File: config.mk
export PLATFORM = sky130hd
export DESIGN_NAME = serial_adder_n
export DESIGN_NICKNAME = d
export VERILOG_FILES = /design/src/rtl/serial_adder_pkg.sv /design/src/rtl/full_adder_cell.sv /design/src/rtl/full_adder_w.sv /design/src/rtl/serial_adder_n.sv
export SDC_FILE = /design/constraint.sdc
export NUM_CORES = 1
export LEC_CHECK = 0
export CAP_MARGIN = 20
export CORE_MARGIN = 2
export CORE_UTILIZATION = 51
export DETAILED_ROUTE_END_ITERATION = 12
export PLACE_DENSITY = 0.89
export SLEW_MARGIN = 20
export SYNTH_ARGS = -nofsm -noshare
export SYNTH_HDL_FRONTEND = slang
export SYNTH_HIERARCHICAL = 1
export SYNTH_SLANG_ARGS = --single-unit
File: constraint.sdc
create_clock -name i_clk -period 4 [get_ports i_clk]
set_clock_uncertainty 0.1 [all_clocks]
set_input_delay 1 -clock i_clk [delete_from_list [all_inputs] [get_ports i_clk]]
set_output_delay 1 -clock i_clk [all_outputs]
set_load 0.005 [all_outputs]
File: src/rtl/serial_adder_pkg.sv
// rtl/serial_adder_pkg.sv - shared types and helpers for the serial adder
package serial_adder_pkg;

   typedef enum logic [1:0] {
      ST_IDLE = 2'd0,
      ST_RUN  = 2'd1,
      ST_DONE = 2'd2
   } state_t;

   // Width of a counter that must hold 0..n-1; never narrower than one bit.
   function automatic int cnt_width(input int n);
      return (n <= 1) ? 1 : $clog2(n);
   endfunction

endpackage

File: src/rtl/full_adder_cell.sv
// rtl/full_adder_cell.sv - 1-bit full-adder cell
module full_adder_cell (
   input  logic a,
   input  logic b,
   input  logic cin,
   output logic s,
   output logic cout
);

   assign s    = a ^ b ^ cin;
   assign cout = (a & b) | (cin & (a ^ b));

endmodule

File: src/rtl/full_adder_w.sv
// rtl/full_adder_w.sv - combinational W-bit ripple adder built from 1-bit cells
module full_adder_w #(
   parameter int W = 4
) (
   input  logic [W-1:0] i_a,
   input  logic [W-1:0] i_b,
   input  logic         i_carry_in,
   output logic [W-1:0] o_s,
   output logic         o_carry_out
);

   logic [W:0] c;

   assign c[0]        = i_carry_in;
   assign o_carry_out = c[W];

   genvar g;
   generate
      for (g = 0; g < W; g++) begin : g_cell
         full_adder_cell u_cell (
            .a    (i_a[g]),
            .b    (i_b[g]),
            .cin  (c[g]),
            .s    (o_s[g]),
            .cout (c[g+1])
         );
      end
   endgenerate

endmodule

File: src/rtl/serial_adder_n.sv
// rtl/serial_adder_n.sv - multi-cycle N-bit adder/subtractor, CHUNK bits per clock
module serial_adder_n
   import serial_adder_pkg::*;
#(
   parameter int N     = 16,
   parameter int CHUNK = 4
) (
   input  logic         i_clk,
   input  logic         i_rst_n,
   input  logic         i_valid,
   output logic         o_ready,
   input  logic [N-1:0] i_a,
   input  logic [N-1:0] i_b,
   input  logic         i_carry_in,
   input  logic         i_sub,
   output logic         o_valid,
   input  logic         i_ready,
   output logic [N-1:0] o_s,
   output logic         o_carry_out,
   output logic         o_overflow
);

   localparam int NCH = N / CHUNK;
   localparam int KW  = cnt_width(NCH);

   generate
      if (N < 1 || CHUNK < 1 || CHUNK > N || (N % CHUNK) != 0) begin : g_bad_params
         $error("serial_adder_n: N must be a positive multiple of CHUNK");
      end
   endgenerate

   state_t           state, next_state;
   logic [N-1:0]     a_q, b_q, s_q;
   logic             carry_q, a_msb, b_msb, carry_out_q, ovf_q, valid_q;
   logic [KW-1:0]    k;
   logic [CHUNK-1:0] a_chunk, b_chunk, sum;
   logic             slice_cout;
   logic             accept, last;

   assign accept = i_valid && (state == ST_IDLE);
   assign last   = (k == KW'(NCH - 1));

   // Select the operand chunk addressed by the chunk counter.
   always_comb begin
      a_chunk = '0;
      b_chunk = '0;
      for (int i = 0; i < NCH; i++) begin
         if (k == KW'(i)) begin
            a_chunk = a_q[i*CHUNK +: CHUNK];
            b_chunk = b_q[i*CHUNK +: CHUNK];
         end
      end
   end

   full_adder_w #(.W(CHUNK)) u_slice (
      .i_a         (a_chunk),
      .i_b         (b_chunk),
      .i_carry_in  (carry_q),
      .o_s         (sum),
      .o_carry_out (slice_cout)
   );

   // State register.
   always_ff @(posedge i_clk or negedge i_rst_n) begin
      if (!i_rst_n) state <= ST_IDLE;
      else          state <= next_state;
   end

   // Next-state logic.
   always_comb begin
      next_state = state;
      case (state)
         ST_IDLE: if (i_valid) next_state = ST_RUN;
         ST_RUN:  if (last)    next_state = ST_DONE;
         ST_DONE: if (i_ready) next_state = ST_IDLE;
         default:              next_state = ST_IDLE;
      endcase
   end

   // Handshake outputs derived from state and the result-valid register.
   always_comb begin
      o_ready = (state == ST_IDLE);
      o_valid = valid_q;
   end

   // Datapath: capture operands (B inverted for subtract), step one chunk per
   // RUN cycle, and publish the flags on the edge that adds the last chunk.
   always_ff @(posedge i_clk or negedge i_rst_n) begin
      if (!i_rst_n) begin
         a_q         <= '0;
         b_q         <= '0;
         s_q         <= '0;
         carry_q     <= 1'b0;
         a_msb       <= 1'b0;
         b_msb       <= 1'b0;
         k           <= '0;
         carry_out_q <= 1'b0;
         ovf_q       <= 1'b0;
         valid_q     <= 1'b0;
      end else begin
         case (state)
            ST_IDLE: begin
               if (accept) begin
                  a_q     <= i_a;
                  b_q     <= i_sub ? ~i_b : i_b;
                  carry_q <= i_sub ? ~i_carry_in : i_carry_in;
                  a_msb   <= i_a[N-1];
                  b_msb   <= i_sub ? ~i_b[N-1] : i_b[N-1];
                  k       <= '0;
               end
            end
            ST_RUN: begin
               for (int i = 0; i < NCH; i++) begin
                  if (k == KW'(i)) s_q[i*CHUNK +: CHUNK] <= sum;
               end
               carry_q <= slice_cout;
               if (last) begin
                  k           <= '0;
                  carry_out_q <= slice_cout;
                  ovf_q       <= (a_msb == b_msb) && (sum[CHUNK-1] != a_msb);
                  valid_q     <= 1'b1;
               end else begin
                  k <= k + KW'(1);
               end
            end
            ST_DONE: begin
               if (i_ready) valid_q <= 1'b0;
            end
            default: valid_q <= 1'b0;
         endcase
      end
   end

   assign o_s         = s_q;
   assign o_carry_out = carry_out_q;
   assign o_overflow  = ovf_q;

endmodule

==> out/metrics.cfg, run 1 <==
[detailed_routing]
drt_iter0_markers = 121
totalWireLength_mm = 5.52
firstDrtPassIters = 4
antenna_left = 0
drc = 0
wire_per_inst_um = 15.3
vias = 1885
vias_per_cell = 5.22

[clocking]
cts_setup_buffers = 0
worstSkewPairLatency_ns = 0.30
ctsLongestPathBuffers = 2
cts_tree = built
root_buffer = clkbuf_8
postCtsHoldBufs = 0
cts.sinks = 56
htreeDepth = 2
cts_made_buffers = 5
clkTransAtPathRegs_ns = 0.10
cts_resized = 0

[cells_and_area]
regArea_um2 = 1400
final_cells = 361
area_growth_pct = 26.1
drive_gt1_frac = 0.158
diodes = 0
multiInputGateArea_um2 = 1220
final_nets = 336
n_fill_cell = 411

[floorplanning]
rows = 26
die_area_um2 = 5960
chipHeight_um = 77.2
core_area_um2 = 5140
die_w_um = 77.2
initial_utilization = 0.532
pin_count = 58

[synth]
yosysSeqAreaShare = 0.513
post-synth-top-count-cell = dfrtp_1
yosys-top-cells-area = dfrtp_1, mux2_2, mux2_4, a21oi_1, xnor2_1
async_flop_share = 1.00
synthesis.area_um2 = 2730
synth_common_cells = dfrtp_1, a21oi_1, nand2_1
yosysUniqueCellTypes = 31
syn_nets = 279
synthFlopType = dfrtp_1
ys_ff_latch = 56
synth_edf_count = 0
synth_top_cell_by_area = dfrtp_1
synth_top_area_frac = 0.513
syn_inst = 233
avgSynthCellArea_um2 = 11.7
yosys_warnings = 6

[power_and_ir_drop]
power.internal_w = 0.00188
pwr-share-seq = 0.343
power_switching_w = 0.00117
pwr-share-clk = 0.100
p_leak_nw = 1.47
finalPower_w = 0.00305
swShare = 0.383
power_density_nw_per_um2 = 885
comb_power_share = 0.557
vdd_drop_max_mv = 0.554

[timing]
post-route-min-period_ns = 3.81
timing.final.crit_share = 0.952
slew_viol_final = 0
max-slew-margin-rel = 0.369
worst_hold_slack_ns = 0.409
max_freq_ghz = 0.263
finalSetupViolations = 0
finalHoldViolCount = 0
setup_ws_ns = 0.193
tightest_slew_ns = 0.946
tns_ns = 0
grt_setup_unrepaired = false

[place]
dp_cells = 353
hpwl_mm = 4.29
pre_cts_slack_ns = 0.230
place_congestion = 0.837
port_buffers = 57

[run_status]
status = finished clean

[global_route]
grt_usage = 0.200
grt_max_degree = 32
antenna_found_initial = 0
grt_pass1_vias = 1945
grt_pass1_wl_mm = 9.35
grt_remaining_overflow = 0

[critical_path]
crit_required_ns = 4.09
end_kind = register
cp_slowest_stage_delay_ns = 0.59
critPathBufInv = 1
crit_path_start_kind = register
arrival_ns = 3.89
cp_slowest_cell = fa_1
crit_family = adder cells
crit_top_cell = fa_1
crit_type = reg2reg
path_cells = inv_1 > ha_1 > a21oi_1 > o21ai_0 > a22o_1 > fa_1 > fa_1 > fa_1 > fa_1 > and3b_1 > a21oi_1 > o21ai_0
critPathMaxFanout = 11

[job]
cap_violations = 0

[hold_path]
hp-class = reg2reg

## metal layers
metal  vias up  global-route usage  routed length, um
li1        906                   -                  -
met1       905               0.266               2390
met2        66               0.326               2780
met3         8              0.0435                269
met4         0              0.0661                 79
met5         -                   0                  0
## final timing paths
check                         from         end  slack, ns  cells after the start
setup / recovery              k[0]  o_overflow       0.19                     12
hold / removal              o_s[2]      o_s[2]       0.41                      1
setup reg to reg              k[0]  o_overflow       0.19                     12
hold reg to reg             o_s[2]      o_s[2]       0.41                      1
max in group asynchronous  i_rst_n        k[1]       2.42                      2
min in group asynchronous  i_rst_n     o_valid       0.58                      1
## layout make-up
type	count	share of cell area
multi-input combinational	156	0.354
clock buffer	5	0.0200
timing repair buffer	64	0.179
clock inverter	3	0.00690
inverter	7	0.00762
tap	70	0.0254
sequential	56	0.407
## layout by cell type, fill, tap and decap left out, drive strengths merged, types with 2 or more instances in the layout
cell            n
nor2           16
mux2           31
dfrtp          56
nand2          21
inv             7
ha              4
xnor2          13
nor3b           2
a21oi          25
o21ai          12
clkbuf          5
o31ai           5
fa              4
xor2            4
buf             8
a221oi          3
nor2b           4
clkinvlp        2
clkdlybuf4s50  56
a22o            5
## power by group through the flow
stage | clock network, W | logic [W] | registers, W
after floorplan | 0 | 0.00116 | 0.00100
after CTS | 0.000310 | 0.00169 | 0.00105
after global placement | 0 | 0.00160 | 0.00104
after global routing | 0.000339 | 0.00184 | 0.00108
after detailed placement | 0 | 0.00169 | 0.00106
final | 0.000305 | 0.00170 | 0.00105
## kinds of logic after synthesis
kind of cell | Yosys count | synth area share
DFF | 56 | 0.513
AOI/OAI and AO/OA | 52 | 0.114
and+or+nand+nor | 48 | 0.0888
muxes | 31 | 0.140
buffers and inverters | 21 | 0.0430
xor gates and xnor gates | 17 | 0.0545
adders and majority gates | 8 | 0.0476
## metrics by stage
stage                     utilization  cell area (um^2)
final                           0.671              3450
after floorplan                     -              2730
after global routing            0.671              3450
after detailed placement        0.653              3350
after CTS                       0.671              3450
after global placement          0.653              3350
## flip-flops by register name, indices dropped and copies added, names as in the netlist, 2 cells and up
register	count
b_q	16
o_s	16
state	2
a_q	16
k	2
No activity file was read; power rests on OpenSTA's default activity.
==> run 2, diff against run 1 <==
--- a/config.mk
+++ b/config.mk
@@ -9,6 +9,7 @@
 export CORE_MARGIN = 2
 export CORE_UTILIZATION = 51
 export DETAILED_ROUTE_END_ITERATION = 12
+export MAX_ROUTING_LAYER = met4
 export PLACE_DENSITY = 0.89
 export SLEW_MARGIN = 20
 export SYNTH_ARGS = -nofsm -noshare
==> run 2 against run 1 <==
Clock-buffer cell count is the same. Largest power group unchanged. Critical path depth unchanged. Worst hold slack about the same. Critical endpoint unchanged. Sequential power hardly changed. Register-to-register slack is essentially flat. Critical path type unchanged. Die area did not move. Worst setup slack better by 0.0028 ns. Global-route usage up 0.65 points. Flip-flop and latch count unchanged. Maximum frequency about the same. Non-clock buffer count stayed put. Core utilization did not move.
==> out/metrics.cfg, run 2 (synthesis results as in run 1) <==
[run_status]
status = finished clean

[floorplanning]
chipHeight_um = 77.2  ; unchanged
die_area_um2 = 5960  ; unchanged
rows = 26  ; unchanged
initial_utilization = 0.532  ; unchanged
pin_count = 58  ; unchanged
core_area_um2 = 5140  ; unchanged
die_w_um = 77.2  ; unchanged

[detailed_routing]
totalWireLength_mm = 5.53  ; +0.22%
drt_iter0_markers = 104  ; -14%
vias_per_cell = 5.23  ; +0.21%
antenna_left = 0  ; unchanged
drc = 0  ; unchanged
wire_per_inst_um = 15.3  ; +0.22%
vias = 1889  ; +0.21%
firstDrtPassIters = 4  ; unchanged

[timing]
slew_viol_final = 0  ; unchanged
finalHoldViolCount = 0  ; unchanged
tns_ns = 0  ; unchanged
max-slew-margin-rel = 0.377  ; +0.00811
timing.final.crit_share = 0.951  ; about the same
post-route-min-period_ns = 3.80  ; -0.00277 ns
grt_setup_unrepaired = false
tightest_slew_ns = 0.934  ; -0.0122 ns
max_freq_ghz = 0.263  ; about the same
finalSetupViolations = 0  ; unchanged

[critical_path]
arrival_ns = 3.89  ; about the same
critPathBufInv = 1  ; unchanged
path_cells = inv_1 > ha_1 > a21oi_1 > o21ai_0 > a22o_1 > fa_1 > fa_1 > fa_1 > fa_1 > and3b_1 > a21oi_1 > o21ai_0
crit_top_cell = fa_1
cp_slowest_stage_delay_ns = 0.59  ; about the same
timing.rr.start = k[1]
end_kind = register
cp_slowest_cell = fa_1
critPathMaxFanout = 13  ; +2
crit_family = adder cells
worstReg2RegEnd = o_overflow
reg2reg_slack_ns = 0.20  ; about the same
crit_required_ns = 4.09  ; about the same
crit_path_start_kind = register
r2r_cells = 12  ; unchanged
crit_type = reg2reg

[power_and_ir_drop]
pwr-share-clk = 0.101  ; about the same
p_leak_nw = 1.47  ; unchanged
comb_power_share = 0.555  ; -0.002
pwr-share-seq = 0.344  ; about the same
vdd_drop_max_mv = 0.548  ; -1.2%
power.internal_w = 0.00188  ; about the same
power_switching_w = 0.00117  ; -0.15%
swShare = 0.383  ; about the same
finalPower_w = 0.00305  ; -0.10%
power_density_nw_per_um2 = 884  ; -0.10%

[clocking]
cts_tree = built
root_buffer = clkbuf_8
cts_setup_buffers = 0  ; unchanged
cts_resized = 0  ; unchanged
cts_made_buffers = 5  ; unchanged
ctsLongestPathBuffers = 2  ; unchanged
clkTransAtPathRegs_ns = 0.11  ; about the same
postCtsHoldBufs = 0  ; unchanged
cts.sinks = 56  ; unchanged
worstSkewPairLatency_ns = 0.31  ; about the same
htreeDepth = 2  ; unchanged

[global_route]
grt_max_degree = 32  ; unchanged
antenna_found_initial = 0  ; unchanged
grt_pass1_vias = 1934  ; -0.57%
grt_usage = 0.207  ; +0.00651
grt_pass1_wl_mm = 9.41  ; +0.66%
grt_remaining_overflow = 0  ; unchanged

[cells_and_area]
diodes = 0  ; unchanged
layout_common_cells = dfrtp_1, clkdlybuf4s50_1, a21oi_1, nand2_1, mux2_2
regArea_um2 = 1400  ; unchanged
n_fill_cell = 411  ; unchanged
multiInputGateArea_um2 = 1220  ; unchanged
drive_gt1_frac = 0.158  ; unchanged
area_growth_pct = 26.1  ; unchanged
final_nets = 336  ; unchanged

[place]
hpwl_mm = 4.29  ; unchanged
port_buffers = 57  ; unchanged
place_congestion = 0.850  ; +1.5%

[job]
cap_violations = 0  ; unchanged

[hold_path]
hp-class = reg2reg
hold_depth = 1  ; unchanged
hold-path-endpoint = o_s[2]
min_from = o_s[2]

[run 2: cell type report]
cell class / count / share of cell area
inverter: 7 / 0.00762
sequential: 56 / 0.407
clock inverter: 3 / 0.00690
tap: 70 / 0.0254
clock buffer: 5 / 0.0200
timing repair buffer: 64 / 0.179
multi-input combinational: 156 / 0.354
[run 2: worst max path at each step]
stage | end | startpoint | slack (ns) | cells past startpoint
floorplan | o_overflow | k[0] | 0.30 | 13
global placement | o_overflow | k[1] | 0.41 | 11
detailed placement | o_overflow | k[0] | 0.23 | 12
CTS | o_overflow | k[0] | 0.23 | 12
global route | o_overflow | k[1] | 0.07 | 11
finish | o_overflow | k[1] | 0.20 | 12
[run 2: power groups by stage]
stage / Combinational (W) / Sequential, W / Clock (W)
floorplan: 0.00116 / 0.00100 / 0
global placement: 0.00160 / 0.00104 / 0
detailed placement: 0.00169 / 0.00106 / 0
CTS: 0.00169 / 0.00105 / 0.000310
global route: 0.00184 / 0.00108 / 0.000339
finish: 0.00169 / 0.00105 / 0.000307
[run 2: metrics by stage]
stage | hold slack (ns) | std cells | setup WS [ns] | cell area (um^2) | utilization
4_1_cts | 0.412 | 361 | 0.226 | 3450 | 0.671
2_1_floorplan | 0.358 | 233 | 0.299 | 2730 | -
3_3_place_gp | 0.374 | 353 | 0.410 | 3350 | 0.653
6_report | 0.409 | 361 | 0.196 | 3450 | 0.671
3_5_place_dp | 0.389 | 353 | 0.230 | 3350 | 0.653
5_1_grt | 0.437 | 361 | 0.0704 | 3450 | 0.671
[run 2: metal layers]
metal,wire (um),track usage,up-vias
li1,-,-,906
met1,2410,0.271,907
met5,0,-,-
met3,257,0.0435,12
met4,84,0.0661,0
met2,2780,0.323,64
==> run 3, diff against run 2 <==
--- a/config.mk
+++ b/config.mk
@@ -6,11 +6,12 @@
 export NUM_CORES = 1
 export LEC_CHECK = 0
 export CAP_MARGIN = 20
+export CORE_ASPECT_RATIO = 1.75
 export CORE_MARGIN = 2
-export CORE_UTILIZATION = 51
+export CORE_UTILIZATION = 40
 export DETAILED_ROUTE_END_ITERATION = 12
 export MAX_ROUTING_LAYER = met4
-export PLACE_DENSITY = 0.89
+export PLACE_DENSITY = 0.74
 export SLEW_MARGIN = 20
 export SYNTH_ARGS = -nofsm -noshare
 export SYNTH_HDL_FRONTEND = slang
==> run 3 against run 2 <==
Worst hold slack got worse by 0.0084 ns. Clock-buffer cell count is the same. Flip-flop and latch count unchanged. Wire length is 1.6% lower. Power increased by 1.6%. Highest routed layer unchanged. Critical endpoint unchanged.
==> out/metrics.cfg, run 3 (synthesis results as in run 1) <==
[run_status]
status = finished clean

[timing]
post-route-min-period_ns = 3.72  ; -0.0833 ns
tightest_slew_ns = 0.638  ; -0.296 ns
timing.final.crit_share = 0.930  ; -0.0208
finalHoldViolCount = 0  ; unchanged
tns_ns = 0  ; unchanged
finalSetupViolations = 0  ; unchanged
grt_setup_unrepaired = false
slew_viol_final = 0  ; unchanged
max_freq_ghz = 0.269  ; +2.2%
max-slew-margin-rel = 0.575  ; +0.198
worst_hold_slack_ns = 0.401  ; -0.00837 ns

[critical_path]
worstReg2RegEnd = o_overflow
cp_slowest_stage_delay_ns = 0.60  ; about the same
path_depth = 12  ; unchanged
arrival_ns = 3.79  ; -0.10 ns
critPathBufInv = 1  ; unchanged
cp_slowest_cell = fa_1
end_kind = register
r2r_cells = 12  ; unchanged
reg2reg_slack_ns = 0.28  ; +0.08 ns
crit_family = adder cells
crit_type = reg2reg
critPathMaxFanout = 9  ; -4
cp-startpoint = k[0]
crit_top_cell = fa_1
endpoint = o_overflow
path_cells = inv_1 > ha_1 > a21oi_1 > o21ai_0 > a22o_1 > fa_1 > fa_1 > fa_1 > fa_1 > and3b_1 > a21oi_1 > o21ai_0
crit_required_ns = 4.07  ; -0.02 ns
crit_path_start_kind = register
timing.rr.start = k[0]

[detailed_routing]
totalWireLength_mm = 5.44  ; -1.6%
vias_per_cell = 4.98  ; -4.9%
wire_per_inst_um = 14.6  ; -4.5%
vias = 1851  ; -2.0%
firstDrtPassIters = 4  ; unchanged
antenna_left = 0  ; unchanged
drc = 0  ; unchanged
drt_iter0_markers = 126  ; +21%

[cells_and_area]
diodes = 0  ; unchanged
final_area_um2 = 3510  ; +1.8%
area_growth_pct = 28.3
n_fill_cell = 608  ; +48%
drive_gt1_frac = 0.155  ; -0.00290
layout_common_cells = dfrtp_1, clkdlybuf4s50_1, a21oi_1, nand2_1, mux2_2
final_nets = 335  ; -0.30%

[place]
place_congestion = 0.849  ; about the same
hpwl_mm = 4.18  ; -2.6%
placed_area_um2 = 3360  ; +0.22%
port_buffers = 57  ; unchanged

[clocking]
postCtsHoldBufs = 0  ; unchanged
cts_made_buffers = 5  ; unchanged
root_buffer = clkbuf_16
worstSkewPairLatency_ns = 0.29  ; -0.02 ns
cts_tree = built
htreeDepth = 2  ; unchanged
cts_setup_buffers = 0  ; unchanged
clkTransAtPathRegs_ns = 0.07  ; -0.04 ns
cts.sinks = 56  ; unchanged
ctsLongestPathBuffers = 2  ; unchanged
cts_resized = 0  ; unchanged

[power_and_ir_drop]
finalPower_w = 0.00310  ; +1.6%
p_leak_nw = 1.50  ; +1.7%
power_density_nw_per_um2 = 882  ; -0.16%
vdd_drop_max_mv = 0.291  ; -47%

[floorplanning]
die_w_um = 66.5  ; -14%
rows = 39  ; +50%
die_area_um2 = 7540  ; +26%
core_area_um2 = 6590  ; +28%
pin_count = 58  ; unchanged
initial_utilization = 0.415  ; -0.117
chipHeight_um = 113  ; +47%

[job]
cap_violations = 0  ; unchanged

[global_route]
antenna_found_initial = 0  ; unchanged
grt_usage = 0.170  ; -0.0369
grt_pass1_wl_mm = 9.29  ; -1.2%
grt_remaining_overflow = 0  ; unchanged
grt_pass1_vias = 1873  ; -3.2%
grt_max_degree = 56  ; +75%

[hold_path]
hp-class = reg2reg

==> run 3: tightest hold or removal path, stage by stage, from the launching register on <==
cell and delay [ns]:
dfrtp_1 0.36, nand2_1 0.05, o21ai_0 0.06
==> run 3: area by class of cell <==
class	count	area (um^2)	area share
clock buffers	5	125	0.0357
flip-flops and latches	56	1400	0.399
inverters	7	26.3	0.00749
clock inverters	3	21.3	0.00606
well taps	82	103	0.0292
multi-input cells	156	1220	0.348
repair buffers	63	611	0.174
==> run 3: worst min-delay path by stage <==
stage	to	slack [ns]	start	cells after the start
floorplan	a_q[4]	0.36	a_q[4]	1
global placement	o_s[2]	0.38	o_s[2]	1
detailed placement	a_q[4]	0.39	a_q[4]	1
CTS	a_q[4]	0.40	a_q[4]	1
global route	o_s[2]	0.42	o_s[2]	1
finish	o_overflow	0.40	o_overflow	2
==> run 3: routing by layer <==
layer | track usage | share of wire
met5 | - | 0
met4 | 0.0776 | 0.024
met3 | 0.0308 | 0.033
met2 | 0.275 | 0.53
met1 | 0.201 | 0.41
==> run 3: metrics by stage <==
stage | cells | worst slack, ns | util
floorplan | 233 | 0.299 | -
global placement | 364 | 0.353 | 0.510
detailed placement | 364 | 0.273 | 0.510
CTS | 372 | 0.269 | 0.533
global route | 372 | 0.0813 | 0.533
finish | 372 | 0.279 | 0.533
==> run 3: where the power goes <==
| group | internal [W] | switching [W] | leakage, nW |
|---|---|---|---|
| Combinational | 0.000885 | 0.000738 | 0.772 |
| Sequential | 0.000858 | 0.000182 | 0.657 |
| Clock | 0.000233 | 0.000199 | 0.0702 |
| Total | 0.00198 | 0.00112 | 1.50 |
